**config.mk**
```make
export PLATFORM = sky130hd
export DESIGN_NAME = seven_seg_display
export DESIGN_NICKNAME = d
export VERILOG_FILES = /design/src/rtl/seven_seg_display.sv
export SDC_FILE = /design/constraint.sdc
export NUM_CORES = 1
export LEC_CHECK = 0
export ABC_AREA = 1
export CAP_MARGIN = 30
export CORE_ASPECT_RATIO = 0.75
export CORE_UTILIZATION = 57
export CTS_CLUSTER_DIAMETER = 60
export DETAILED_ROUTE_END_ITERATION = 10
export GPL_ROUTABILITY_DRIVEN = 0
export PLACE_DENSITY = 0.78
export SLEW_MARGIN = 5
export SYNTH_ARGS = -nofsm -noshare
export SYNTH_HDL_FRONTEND = slang
export SYNTH_SLANG_ARGS = --single-unit
```
**constraint.sdc**
```tcl
create_clock -name clock -period 1.74 [get_ports clock]
set_input_delay 0.261 -clock clock [delete_from_list [all_inputs] [get_ports clock]]
set_output_delay 0.261 -clock clock [all_outputs]
set_load 0.01 [all_outputs]
```
**src/rtl/seven_seg_display.sv**
```systemverilog
`default_nettype none
// ============================================================================
// Module   : seven_seg_display
// Brief    : Loads an unsigned value and shows it on DIGITS seven-segment
//            digits in hex or decimal; decimal uses serial double dabble.
//            Optional macro SEG_BLANK_LEADING_EN blanks leading zero digits.
// Revision : 1.0 - initial release
// ============================================================================
module seven_seg_display #(
    parameter int DIGITS     = 2,
    parameter int WIDTH      = 8,
    parameter int ACTIVE_LOW = 1
) (
    input  logic                  clock,
    input  logic                  reset,
    input  logic [WIDTH-1:0]      in_value,
    input  logic                  in_hex,
    input  logic                  in_valid,
    output logic                  in_ready,
    output logic [DIGITS*7-1:0]   seg_A_G,
    output logic                  overflow
);

    localparam int c_BCD_DIGITS = (WIDTH * 302 + 1999) / 1000;
    localparam int c_BCD_W      = 4 * c_BCD_DIGITS;
    localparam int c_HEX_NIB    = (WIDTH + 3) / 4;
    localparam int c_MAX_A      = (DIGITS > c_HEX_NIB) ? DIGITS : c_HEX_NIB;
    localparam int c_MAX_NIB    = (c_MAX_A > c_BCD_DIGITS) ? c_MAX_A : c_BCD_DIGITS;
    // One spare nibble above the display keeps the overflow slice non-empty.
    localparam int c_PAD_W      = 4 * (c_MAX_NIB + 1);
    localparam int c_CNT_W      = $clog2(WIDTH + 1);
    localparam logic [c_CNT_W-1:0] c_CNT_LOAD = c_CNT_W'(WIDTH - 1);

    localparam logic [1:0] c_IDLE   = 2'd0;
    localparam logic [1:0] c_SHIFT  = 2'd1;
    localparam logic [1:0] c_COMMIT = 2'd2;

    logic [1:0]          r_state;
    logic [1:0]          w_state_next;
    logic [WIDTH-1:0]    r_bin;
    logic [c_BCD_W-1:0]  r_bcd;
    logic [c_BCD_W-1:0]  w_adj;
    logic [c_CNT_W-1:0]  r_cnt;
    logic                r_hex;
    logic [DIGITS*7-1:0] r_seg;
    logic                r_overflow;
    logic [c_PAD_W-1:0]  w_nib_all;
    logic                w_ovf;
    logic [DIGITS*7-1:0] w_code;

    function automatic logic [6:0] f_seg(input logic [3:0] nib);
        case (nib)
            4'h0: f_seg = 7'h7E;
            4'h1: f_seg = 7'h30;
            4'h2: f_seg = 7'h6D;
            4'h3: f_seg = 7'h79;
            4'h4: f_seg = 7'h33;
            4'h5: f_seg = 7'h5B;
            4'h6: f_seg = 7'h5F;
            4'h7: f_seg = 7'h70;
            4'h8: f_seg = 7'h7F;
            4'h9: f_seg = 7'h7B;
            4'hA: f_seg = 7'h77;
            4'hB: f_seg = 7'h1F;
            4'hC: f_seg = 7'h4E;
            4'hD: f_seg = 7'h3D;
            4'hE: f_seg = 7'h4F;
            default: f_seg = 7'h47;
        endcase
    endfunction

    assign in_ready = (r_state == c_IDLE);
    assign seg_A_G  = (ACTIVE_LOW != 0) ? ~r_seg : r_seg;
    assign overflow = r_overflow;

    always_ff @(posedge clock) begin
        if (reset) r_state <= c_IDLE;
        else       r_state <= w_state_next;
    end

    always_comb begin
        w_state_next = r_state;
        case (r_state)
            c_IDLE:   if (in_valid) w_state_next = in_hex ? c_COMMIT : c_SHIFT;
            c_SHIFT:  if (r_cnt == '0) w_state_next = c_COMMIT;
            c_COMMIT: w_state_next = c_IDLE;
            default:  w_state_next = c_IDLE;
        endcase
    end

    // Add-3 correction applied before each shift of the double dabble.
    always_comb begin
        w_adj = r_bcd;
        for (int i = 0; i < c_BCD_DIGITS; i++) begin
            if (r_bcd[4*i +: 4] >= 4'd5) w_adj[4*i +: 4] = r_bcd[4*i +: 4] + 4'd3;
        end
    end

    always_ff @(posedge clock) begin
        if (reset) begin
            r_bin      <= '0;
            r_bcd      <= '0;
            r_cnt      <= '0;
            r_hex      <= 1'b0;
            r_seg      <= '0;
            r_overflow <= 1'b0;
        end else begin
            case (r_state)
                c_IDLE: begin
                    if (in_valid) begin
                        r_bin <= in_value;
                        r_hex <= in_hex;
                        r_bcd <= '0;
                        r_cnt <= c_CNT_LOAD;
                    end
                end
                c_SHIFT: begin
                    r_bin <= r_bin << 1;
                    r_bcd <= {w_adj[c_BCD_W-2:0], r_bin[WIDTH-1]};
                    r_cnt <= r_cnt - c_CNT_W'(1);
                end
                c_COMMIT: begin
                    r_seg      <= w_code;
                    r_overflow <= w_ovf;
                end
                default: ;
            endcase
        end
    end

    assign w_nib_all = r_hex ? {{(c_PAD_W - WIDTH){1'b0}}, r_bin}
                             : {{(c_PAD_W - c_BCD_W){1'b0}}, r_bcd};
    assign w_ovf     = |(w_nib_all >> (4 * DIGITS));

    generate
        for (genvar k = 0; k < DIGITS; k++) begin : g_digit
            logic [3:0] w_nib;
            assign w_nib = w_nib_all[4*k +: 4];
`ifdef SEG_BLANK_LEADING_EN
            logic w_lead_zero;
            assign w_lead_zero = (k != 0) && ((w_nib_all >> (4 * k)) == '0);
            assign w_code[7*k +: 7] = w_ovf       ? 7'h01 :
                                      w_lead_zero ? 7'h00 : f_seg(w_nib);
`else
            assign w_code[7*k +: 7] = w_ovf ? 7'h01 : f_seg(w_nib);
`endif
        end
    endgenerate

endmodule
`default_nettype wire

```
* Yosys cells after proc, flatten, opt, wreduce, memory -nomap -nowiden
Memories as Yosys holds them, arrays and structs flattened.
Index checks and enable logic that the tools add are counted.
** Storage, ports and cells
- Bits in read-only memories :: 224
- Register bits after elaboration :: 46
- Memories :: 2
- Word-level logic and storage cells :: 47
- Output and inout bits :: 16
- Input port bits :: 12
** Cells by class
- Reductions and logical operators :: 7
- $add $sub $neg :: 5
- $lt $le $gt $ge :: 4
- Multiplexer cells :: 17
- Eq/ne operators :: 4
- Bitwise operators :: 1
** Memory list
- (name not given) :: depth 16, bits a word 7, read ports 1, clocked after memory_dff 0, write ports 0, RTL line 52 : case (nib)
- (name not given) :: depth 16, bits a word 7, read ports 1, clocked after memory_dff 0, write ports 0, RTL line 52
** Operators by type and width (count)
- $mux W16 :: 2
- $pmux W16 S2 :: 1
- $ge A4 B3 Y1 const B :: 4
- $mux W4 :: 4
- $pmux W8 S2 :: 1
- $mux W7 :: 2
- $not A14 Y14 :: 1
- $add A4 B2 Y4 const B :: 3
- $reduce_or A12 Y1 :: 1
- $mux W8 :: 1
- $pmux W4 S2 :: 1
- $mux W2 :: 3
- $reduce_and A2 Y1 :: 3
- $logic_not A4 Y1 :: 1
- $ne A2 B2 Y1 const B :: 2
- $pmux W2 S2 :: 1
- $sub A4 B1 Y4 const B :: 1
- $add A3 B2 Y3 const B :: 1
- $mux W3 :: 1
- $eq A2 B1 Y1 const B :: 1
- $eq A2 B2 Y1 const B :: 1
- $logic_not A2 Y1 :: 1
- $reduce_bool A2 Y1 :: 1

* Depth between registers and ports, before layout
- Word-level depth :: 3
- Mapped depth :: 11
- Gate-level depth less buffers :: 11

* Least setup slack after synthesis
Ideal clock, no wire load.
- Path type :: flip-flop to flip-flop
- Start point :: register r_hex
- End point :: register r_seg[10]
- Cell stages (with the launch flop) :: 10
- Path slack :: 0.138 ns
- Setup time :: 0.132 ns
- Arrival time :: 1.470 ns
- Period minus slack after synthesis :: 1.602 ns
- Path through :: dfxtp_1 -> buf_6 -> nand2_1 -> nand2_1 -> inv_1 -> ha_1 -> o21ai_0 -> nand2_1 -> nand3_1 -> a21oi_1
** On the way
- Word-level cells in the longest chain between the ends :: 3
- Elaborated cells on any way between the ends :: 4
- Those cells by class :: mux: 2; reduce/logical: 1; memory: 1
** RTL lines
- from (decl) :: RTL line 44 : logic r_hex;
- from (signal assigned) :: RTL line 112 : r_hex <= in_hex;
- $mux W16 * :: RTL line 131 : assign w_nib_all = r_hex ? {{(c_PAD_W - WIDTH){1'b0}}, r_bin}
- $mem_v2 Z16 W7 / $reduce_or A12 Y1 (equally long branches)
- $mux W7 * :: RTL line 145 : assign w_code[7*k +: 7] = w_ovf ? 7'h01 : f_seg(w_nib);
- to (signal assigned) :: RTL line 123 : r_seg <= w_code;
- to (decl) :: RTL line 45 : logic [DIGITS*7-1:0] r_seg;
Every way passes the cells marked *; elsewhere a longest branch is shown, timed or not.
A chain may end at the register's enable or synchronous reset.

* Worst setup path in the final report
- Start point :: register r_state[0]
- End point :: output in_ready
** On the way
- Word-level cells in the longest chain between the ends :: 1
** RTL lines
- from (decl) :: RTL line 38 : logic [1:0] r_state;
- from (signal assigned) :: RTL line 77 : if (reset) r_state <= c_IDLE;
- from (signal assigned) :: RTL line 78 : else r_state <= w_state_next;
- $logic_not A2 Y1 :: RTL line 72 : assign in_ready = (r_state == c_IDLE);
- to (decl) :: RTL line 19 : output logic in_ready,
Every way passes these cells.

==> flow_summary.ini <==
[run_status]
status = completed

[setup_path]
critPathRequiredTime_ns = 1.48
cp.depth = 2
end_kind = output pin
reg2reg_from = r_bcd[0]
critical_path.max_fanout = 5
start_kind = flip-flop
critPathTopFamily = flip-flops
worstPathArrival_ns = 1.41
rrSetupSlack_ns = 0.15
crit_type = flip-flop to output pin
slowest_delay_ns = 0.53
worstSetupEndpoint = in_ready
crit_start = r_state[0]
cp_slowest_cell = dfxtp_1
cp_num_buf_inv = 1
worstPathCellList = nor2_1 > clkdlybuf4s50_1
ff2ff_path_depth = 10
reg2reg_to = r_seg[3]

[clocking]
clock_sinks = 46
clk_latency_ns = 0.30
clk_pin_slew_ns = 0.08
root_buffer = clkbuf_8
cts_inserted_buffers = 5
cts_tree = done
cts_buffer_depth = 2
cts_setup_buffers = 0
cts_max_level = 2

[drt]
first_pass_iters = 4
ant_nets = 0
via_per_inst = 5.33
detail_route.wl_per_cell_um = 12.4
route.detailed.drc = 0
vias = 2699
wl_mm = 6.27
drt_first_iter_violations = 143

[floorplan]
ios = 28
die_w_um = 84.4
rows = 22
start_util = 0.592
dieArea_mm2 = 0.00538
coreArea_mm2 = 0.00490
die_h_um = 63.8

[timing]
skew_ns = 0.00608
max_freq_mhz = 600
setup-tns-final_ns = 0
relSlewSlack = 0.771
rsz0062_at_grt = false
setup_viol_count_final = 0
worstMarginPinSlew_ns = 0.343
period_minus_slack_ns = 1.67
finalMaxSlewViolations = 0
hold_viol_final = 0
fin_crit_sh = 0.958

[pwr]
swShare = 0.286
ir_drop_mv = 0.571
power_frac_comb = 0.210
sequentialPowerShare = 0.462
p_int_w = 0.00179
power.leakage_nw = 1.32
finalPower_w = 0.00251
power.switching_w = 0.000718
clock_power_share = 0.328
power_density_mw_per_mm2 = 747

[synth]
seq_area_frac_synth = 0.318
syn_area_mm2 = 0.00290
synth_top_cell_by_area = dfxtp_1
ys_types = 38
syn_avg_cell_area_um2 = 6.97
synth.most_common_cell = nand2_1
synth_cells = 416
synth_flop_cell = dfxtp_1
ys_top_cells_by_count = 111 x nand2_1, 48 x inv_1, 46 x dfxtp_1, 40 x nand3_1, 33 x a21oi_1
synth_fp_nets = 451
synthArstFlopShare = 0
netlist.area_leader.share = 0.318
ys_seq_elements = 46
yosys_warnings = 0
synth_area_leaders = dfxtp_1 32%, nand2_1 14%, ha_1 9.9%, nand3_1 6.9%, inv_1 6.2%
synth_edf_count = 0

[layout]
n_antenna_cell = 0
fin_util = 0.686
nNetsFinal = 481
drive_above_1_share = 0.117
area_growth_pct = 16.0

[placed_design]
io_buffer_count = 27
hpwl_mm = 4.63

[global_route]
grt_pass1_vias = 2554
met2_usage = 0.432
grt_max_degree = 29
antenna_found_initial = 0
grt_overflow = 0
met3_usage = 0.0388
grt_use_met1 = 0.326
grt_pass1_wl_mm = 11.0
top_usage_layer = met2
track_usage = 0.251

[flow_run]
drv_cap = 0

[min_path]
hold_path_class = flip-flop to flip-flop
hold_start = r_seg[11]
[sequential cells by signal (all words and copies together) (netlist names)]
name,cells
r_bin,8
r_bcd,16
r_state,2
overflow,1
r_seg,14
r_cnt,4
r_hex,1
[power groups by stage]
| stage | Combinational [W] | Sequential, W | Clock (W) |
|---|---|---|---|
| finish | 0.000527 | 0.00116 | 0.000823 |
| global route | 0.000592 | 0.00117 | 0.000869 |
| CTS | 0.000522 | 0.00116 | 0.000838 |
| detailed placement | 0.000520 | 0.00118 | 0 |
| global placement | 0.000509 | 0.00118 | 0 |
| floorplan | 0.000362 | 0.00117 | 0 |
[metrics by stage]
step / hold slack [ns] / cell area (µm²) / setup slack, ns / cells
global route: 0.492 / 3360 / 0.0206 / 506
finish: 0.469 / 3360 / 0.0736 / 506
CTS: 0.467 / 3350 / 0.0702 / 506
detailed placement: 0.454 / 3230 / 0.0154 / 499
global placement: 0.455 / 3230 / 0.107 / 499
floorplan: 0.409 / 2900 / 0.138 / 416
[logic make-up (layout without fill, tap and decap cells)]
| kind of cell | count (synthesis) | after routing | synth area share |
|---|---|---|---|
| compound gates | 70 | 70 | 0.142 |
| flops | 46 | 46 | 0.318 |
| buf+inv | 69 | 99 | 0.106 |
| fa+ha+maj | 23 | 23 | 0.0993 |
| simple gates | 205 | 205 | 0.326 |
| xor+xnor | 3 | 3 | 0.00907 |
[cell usage in the layout, fill, tap and decap left out, types with 2 or more instances in the layout]
cell             netlist  layout
nand2_1              111     109
ha_1                  23      23
inv_1                 48      47
nand3_1               40      40
o21ai_1                2       2
xor2_1                 3       3
inv_2                  5       6
nand4_1                3       3
buf_4                  2       7
nand2_4                5       5
or2_2                  3       3
a31oi_1                8       8
nor2_4                 3       3
nor2_1                29      29
o21ai_0               15      15
clkdlybuf4s50_1        0      27
inv_4                  3       3
o211ai_1               4       4
a21oi_1               33      33
dfxtp_1               46      45
clkbuf_8               0       6
o21ai_4                1       2
nand2_2                6       8
[worst register-to-register path, cell delays in order (launching register included)]
cell and delay (ns):
dfxtp_1 0.34, inv_1 0.10, o21ai_4 0.20, inv_1 0.14, ha_1 0.32, inv_1 0.06, nand2_1 0.05, nand2_1 0.09
nand2_1 0.06, nand3_1 0.08, a21oi_1 0.06
[area by class of cell]
class | count | area, µm²
clock buffers | 6 | 82.6
clock inverters | 1 | 30.0
fillers | 447 | 1540
inverters | 57 | 223
multi-input cells | 301 | 1680
flip-flops and latches | 46 | 925
well taps | 60 | 75.1
repair buffers | 35 | 343
[metal layers]
layer	share of wire	vias to the layer above	routed length [µm]
li1	-	1398	-
met2	0.46	53	2850
met3	0.035	10	218
met5	0	-	0
met4	0.014	0	90
met1	0.50	1238	3110
[repair_timing]
item | CTS | global route
resized for setup | 1 | 5
setup endpoints to repair | 1 | 3
hold buffers | 0 | 0
pin swaps | 0 | 0
[how the worst min path moves through the flow]
stage,depth (start not counted),slack [ns],endpoint
after floorplan,2,0.41,r_bin[0]
after global placement,2,0.46,r_seg[11]
after detailed placement,2,0.45,r_seg[10]
after CTS,2,0.47,r_seg[10]
after global routing,2,0.49,r_seg[1]
final,2,0.47,r_seg[11]
Power figures use the tool's default switching activity.
==> patch 1: new RTL, same settings <==
Make the reset (`reset`) asynchronous in 2 clocked blocks.
--- a/src/rtl/seven_seg_display.sv
+++ b/src/rtl/seven_seg_display.sv
@@ -75,3 +75,3 @@
 
-    always_ff @(posedge clock) begin
+    always_ff @(posedge clock or posedge reset) begin
         if (reset) r_state <= c_IDLE;
@@ -98,3 +98,3 @@
 
-    always_ff @(posedge clock) begin
+    always_ff @(posedge clock or posedge reset) begin
         if (reset) begin
Function: differs if reset is asserted again (counterexample within 4 cycles, from zero or initial values and one cycle with reset high); with reset held inactive, the same outputs for 10 cycles.
==> patch 1 against the original RTL <==
Clock skew shrank 1.2 ps; area after synthesis grew 2.5%; sequential cell count is the same; wire length grew 1.6%; final area grew 5.3%; via count grew 2.6%; largest cell class unchanged; first-iteration DRC count shrank 6.3%; worst hold slack lost 170 ps; register-to-register slack lost 40 ps; utilization grew 2.8 points; global-route usage grew 0.32 points; setup slack gained 39 ps.
Power is not compared: it rests on default switching activity, and its combinational part moved more than twofold at a synthesized area within 25%.
==> patch 1: results (changes against the original RTL) <==
metric	value	unit	change
Fin Hold WS	304	ps	was 469 ps
vias in the first global route	2523		was 2554
R2R cell count	8		was 10
WP data arrival	1820	ps	was 1410 ps
CTS Buffer Depth	2		unchanged
Final HPWL DP	4670	um	was 4630 um
Max-slew headroom	62.9	%	was 77.1%
GR Util All Layers	25.4	%	was 25.1%
Cell Rows	22		unchanged
synth warn	0		unchanged
Clock Latency Late Sink	300	ps	about the same
# port buffers	27		unchanged
FFs w/ async S/R, synth	100	%	was 0%
n_diodes	0		unchanged
synth unique cells	24		was 38
CTS HTree Levels	2		unchanged
top post-synthesis cells by area	dfrtp_1 39%, nand2_1 18%, ha_1 9.7%, inv_1 7.5%, nand3_1 7.2%		was dfxtp_1 32%, nand2_1 14%, ha_1 9.9%, nand3_1 6.9%, inv_1 6.2%
RR Startpoint	r_hex		was r_bcd[0]
clk root buf	clkbuf_8		unchanged
Num CTS Buffers	5		unchanged
Slowest-stage cell, CP	dfrtp_2		was dfxtp_1
initial antenna violation count	0		unchanged
Synth Net Count	450		was 451
dpl cells	509		was 499
nets	493		was 481
Largest delay share family, worst path	flip-flops		unchanged
share of cells above drive strength 1	8.95	%	was 11.7%
VDD IR-drop max	0.826	mV	
Pleak	1.86	nW	
first-pass GRT wire length	11100	um	was 11000 um
largest net degree at the start of global routing	47		was 29
Final Non-Filler Cells	518		was 506
Seq/Total Area, Yosys	38.8	%	was 31.8%
Worst Clk Skew	4.91	ps	was 6.08 ps
crit-path max cell delay	450	ps	was 530 ps
Top FF cell, synth	dfrtp_1		was dfxtp_1
class of the worst hold path	input pin to asynchronous set/reset pin		was flip-flop to flip-flop
Post-Syn Area per Cell	7.16	sq um	was 6.97 sq um
DP Area	0.00341	sq mm	was 0.00323 sq mm
reg2reg end	r_seg[3]		unchanged
status	finished clean		unchanged
Detailed Routing Iterations Pass 1	4		unchanged
Vias	2770		was 2699
DR WL/cell	12.3	um	was 12.4 um
CTS clk-pin slew, worst paths	80	ps	about the same
CP max FO	8		was 5
r2r setup slk	110	ps	was 150 ps
Post-synth top cells	141 x nand2_1, 59 x inv_1, 46 x dfrtp_1		was 111 x nand2_1, 48 x inv_1, 46 x dfxtp_1
Detailed Route Iter0 Violations	134		was 143
biggest regs	r_bcd x16, r_seg x14, r_bin x8		unchanged
==> patch 1: cell types whose count changed after synthesis, sizes merged, moves of 8 or more <==
cell	delta
dfrtp	+46
dfxtp	-46
a21oi	-28
nand2	+20
o21ai	+20
nor2	-10
a31oi	-8
==> patch 1: layer usage <==
| metal | part of all wire (%) | track usage [%] | routed length [um] | vias to the layer above |
|---|---|---|---|---|
| met1 | 50 | 35.3 | 3170 | 1292 |
| met4 | 1.1 | 8.33 | 73 | 0 |
| met5 | 0 | 0 | 0 | - |
| li1 | - | - | - | 1407 |
| met3 | 4.2 | 4.33 | 265 | 8 |
| met2 | 45 | 40.6 | 2860 | 63 |
==> patch 1: per-stage QoR <==
step           setup WS [ps]  setup TNS, ps
6_report                 113              0
4_1_cts                 34.5              0
3_3_place_gp           -27.1          -38.8
2_1_floorplan           76.0              0
3_5_place_dp           -82.8           -220
5_1_grt                 9.49              0
==> patch 1: worst register-to-register path, stage by stage, from the launching register on <==
cell	delay (ps)
dfrtp_2	450
buf_4	200
nand2_1	90
o21a_2	170
ha_1	300
nand2_1	90
nand3_1	80
nand3_1	100
nand2_1	50
==> patch 1: logic make-up (layout without fill, tap and decap cells) <==
group | count (synthesis) | after routing | share of synthesized area [%]
simple gates | 210 | 210 | 29.3
buf+inv | 73 | 116 | 9.77
flops | 46 | 46 | 38.8
xor+xnor | 3 | 3 | 0.885
fa+ha+maj | 23 | 23 | 9.69
compound gates | 59 | 59 | 11.3
mux | 1 | 1 | 0.337
==> patch 1: cell type report <==
class	count	area [sq um]
fill	419	1420
tap	60	75.1
timing repair buffer	46	440
multi-input combinational	296	1550
inverter	63	236
sequential	46	1150
clock inverter	1	7.51
clock buffer	6	72.6
==> patch 1: report_power, final <==
part / total, W / internal [W] / switching, W
logic: 0.00376 / 0.00153 / 0.00223
clock network: 0.000624 / 0.000276 / 0.000348
registers: 0.00178 / 0.00150 / 0.000281
total: 0.00616 / 0.00330 / 0.00286
==> patch 1: how the worst max path moves through the flow <==
stage	startpoint	endpoint	slack (ps)	cells after the start
after global routing	r_hex	r_seg[3]	9	8
after detailed placement	r_hex	r_seg[11]	-80	7
after floorplan	r_hex	r_seg[11]	80	8
after CTS	r_state[1]	in_ready	30	2
after global placement	r_hex	r_seg[11]	-30	7
final	r_hex	r_seg[3]	110	8
==> patch 1: repair_timing <==
action | 4_1_cts | 5_1_grt
endpoints found under the setup margin | 10 | 11
gates resized for setup | 3 | 15
pin swaps | 0 | 1
setup buffers | 0 | 2
==> patch 2: new RTL, same flow settings <==
Without the edit above. Set the parameter `DIGITS` to 4 (it was 2).
--- a/src/rtl/seven_seg_display.sv
+++ b/src/rtl/seven_seg_display.sv
@@ -9,3 +9,3 @@
 module seven_seg_display #(
-    parameter int DIGITS     = 2,
+    parameter int DIGITS     = 4,
     parameter int WIDTH      = 8,
Interface: changed (resized seg_A_G); port bits go from 28 to 42. The function was not compared with the original's and may differ.
==> patch 2 against the original RTL <==
Final area grew 41%; sequential cell count increased by 13; non-clock buffer count increased by 22; largest cell class unchanged; setup slack worse by 7.2 ps; power grew 42%; wire length rose by 52%; count of clock-buffer cells in the layout grew 6; highest routed layer unchanged; utilization increased by 1.3 points; area after synthesis grew 38%; largest power group unchanged.
==> patch 2: results (changes against the original RTL) <==
metric	value	unit	change
VDD IR-drop max	0.369	mV	was 0.571 mV
bufs w/o clock	57		was 35
Detailed Routing Iterations Pass 1	5		was 4
Seq/Total Area, Yosys	29.5	%	was 31.8%
clock buffer count	12		was 6
non-clock buffer share of cell area	11.8	%	was 10.2%
Final HPWL DP	6770	um	was 4630 um
Non-clk invs	97		was 57
synth warn	0		unchanged
CTS clk-pin slew, worst paths	60	ps	was 80 ps
Fin Hold WS	471	ps	was 469 ps
RR Startpoint	r_hex		was r_bcd[0]
share of cells above drive strength 1	11.8	%	was 11.7%
CTS Buffer Depth	2		unchanged
Final Core Density	69.9	%	was 68.6%
Num CTS Buffers	9		was 5
num sequential	59		was 46
Slowest-stage cell, CP	clkdlybuf4s50_1		was dfxtp_1
biggest regs	r_seg x28, r_bcd x16, r_bin x8		was r_bcd x16, r_seg x14, r_bin x8
Post-Syn Area per Cell	6.68	sq um	was 6.97 sq um
DRT met1 WL	4250	um	was 3110 um
dpl cells	720		was 499
GR Util met1	31.0	%	was 32.6%
power per cell area	749	mW/mm^2	was 747 mW/mm^2
Final Non-Filler Cells	734		was 506
pre-CTS setup slack	-71.9	ps	was 15.4 ps
Via density	5.37		was 5.33
Detailed Route Iter0 Violations	306		was 143
Post-synth top cells	142 x nand2_1, 92 x inv_1, 59 x dfxtp_1		was 111 x nand2_1, 48 x inv_1, 46 x dfxtp_1
largest net degree at the start of global routing	41		was 29
Hold Startpoint	r_bcd[1]		was r_seg[11]
CTS HTree Levels	3		was 2
FF+latch area	0.00118	sq mm	was 925 sq um
Worst Clk Skew	8.48	ps	was 6.08 ps
first-pass GRT wire length	15500	um	was 11000 um
Area Growth Syn to Fin	18.6	%	was 16.0%
multi-input combinational cell area	0.00233	sq mm	was 0.00168 sq mm
Clock Latency Late Sink	350	ps	was 300 ps
WP data arrival	1410	ps	about the same
Fillers	581		was 447
CP max FO	5		unchanged
nets	696		was 481
crit-path max cell delay	540	ps	
GR Util All Layers	26.7	%	was 25.1%
top post-synthesis cells by area	dfxtp_1 29%, nand2_1 13%, ha_1 12%, inv_1 8.6%, nand3_1 7.2%		was dfxtp_1 32%, nand2_1 14%, ha_1 9.9%, nand3_1 6.9%, inv_1 6.2%
met3 routed WL	548	um	was 218 um
clk tree area frac	4.21	%	was 3.35%
Pleak	2.12	nW	was 1.32 nW
met2 usage in global routing	47.9	%	was 43.2%
status	finished clean		unchanged
hold path endpoint	r_bcd[1]		was r_seg[11]
vias in the first global route	3590		was 2554
routed length on met2	4560	um	was 2850 um
# port buffers	40		was 27
Synth Net Count	649		was 451
Largest delay share family, worst path	buffers and inverters		was flip-flops
met3 Use GR	8.73	%	was 3.88%
count of multi-input combinational gates	423		was 301
patch 2: worst max path at each step:
stage | to | slack, ps
after floorplan | r_seg[7] | 8
after global placement | r_seg[23] | 20
after detailed placement | r_seg[1] | -70
after CTS | in_ready | 30
after global routing | in_ready | -9
final | in_ready | 70
patch 2: cells by family after synthesis:
| logic type | Yosys count | synth area share [%] |
|---|---|---|
| buffers and inverters | 118 | 13.0 |
| DFF | 59 | 29.5 |
| other | 1 | 0.0935 |
| AOI/OAI and AO/OA | 106 | 14.5 |
| adders and majority gates | 37 | 11.5 |
| and+or+nand+nor | 279 | 31.3 |
patch 2: where the power goes:
group          switching [W]  total [W]  internal [W]  leakage (nW)
Clock               0.000539    0.00130      0.000760         0.104
Combinational       0.000432   0.000759      0.000327          1.53
Sequential         0.0000585    0.00150       0.00145         0.483
Total                0.00103    0.00356       0.00253          2.12
patch 2: what timing repair did:
item,in CTS,in global routing
pin swaps,0,0
endpoints found under the setup margin,17,27
setup buffers,0,0
gates resized for setup,5,9
cloned,0,0
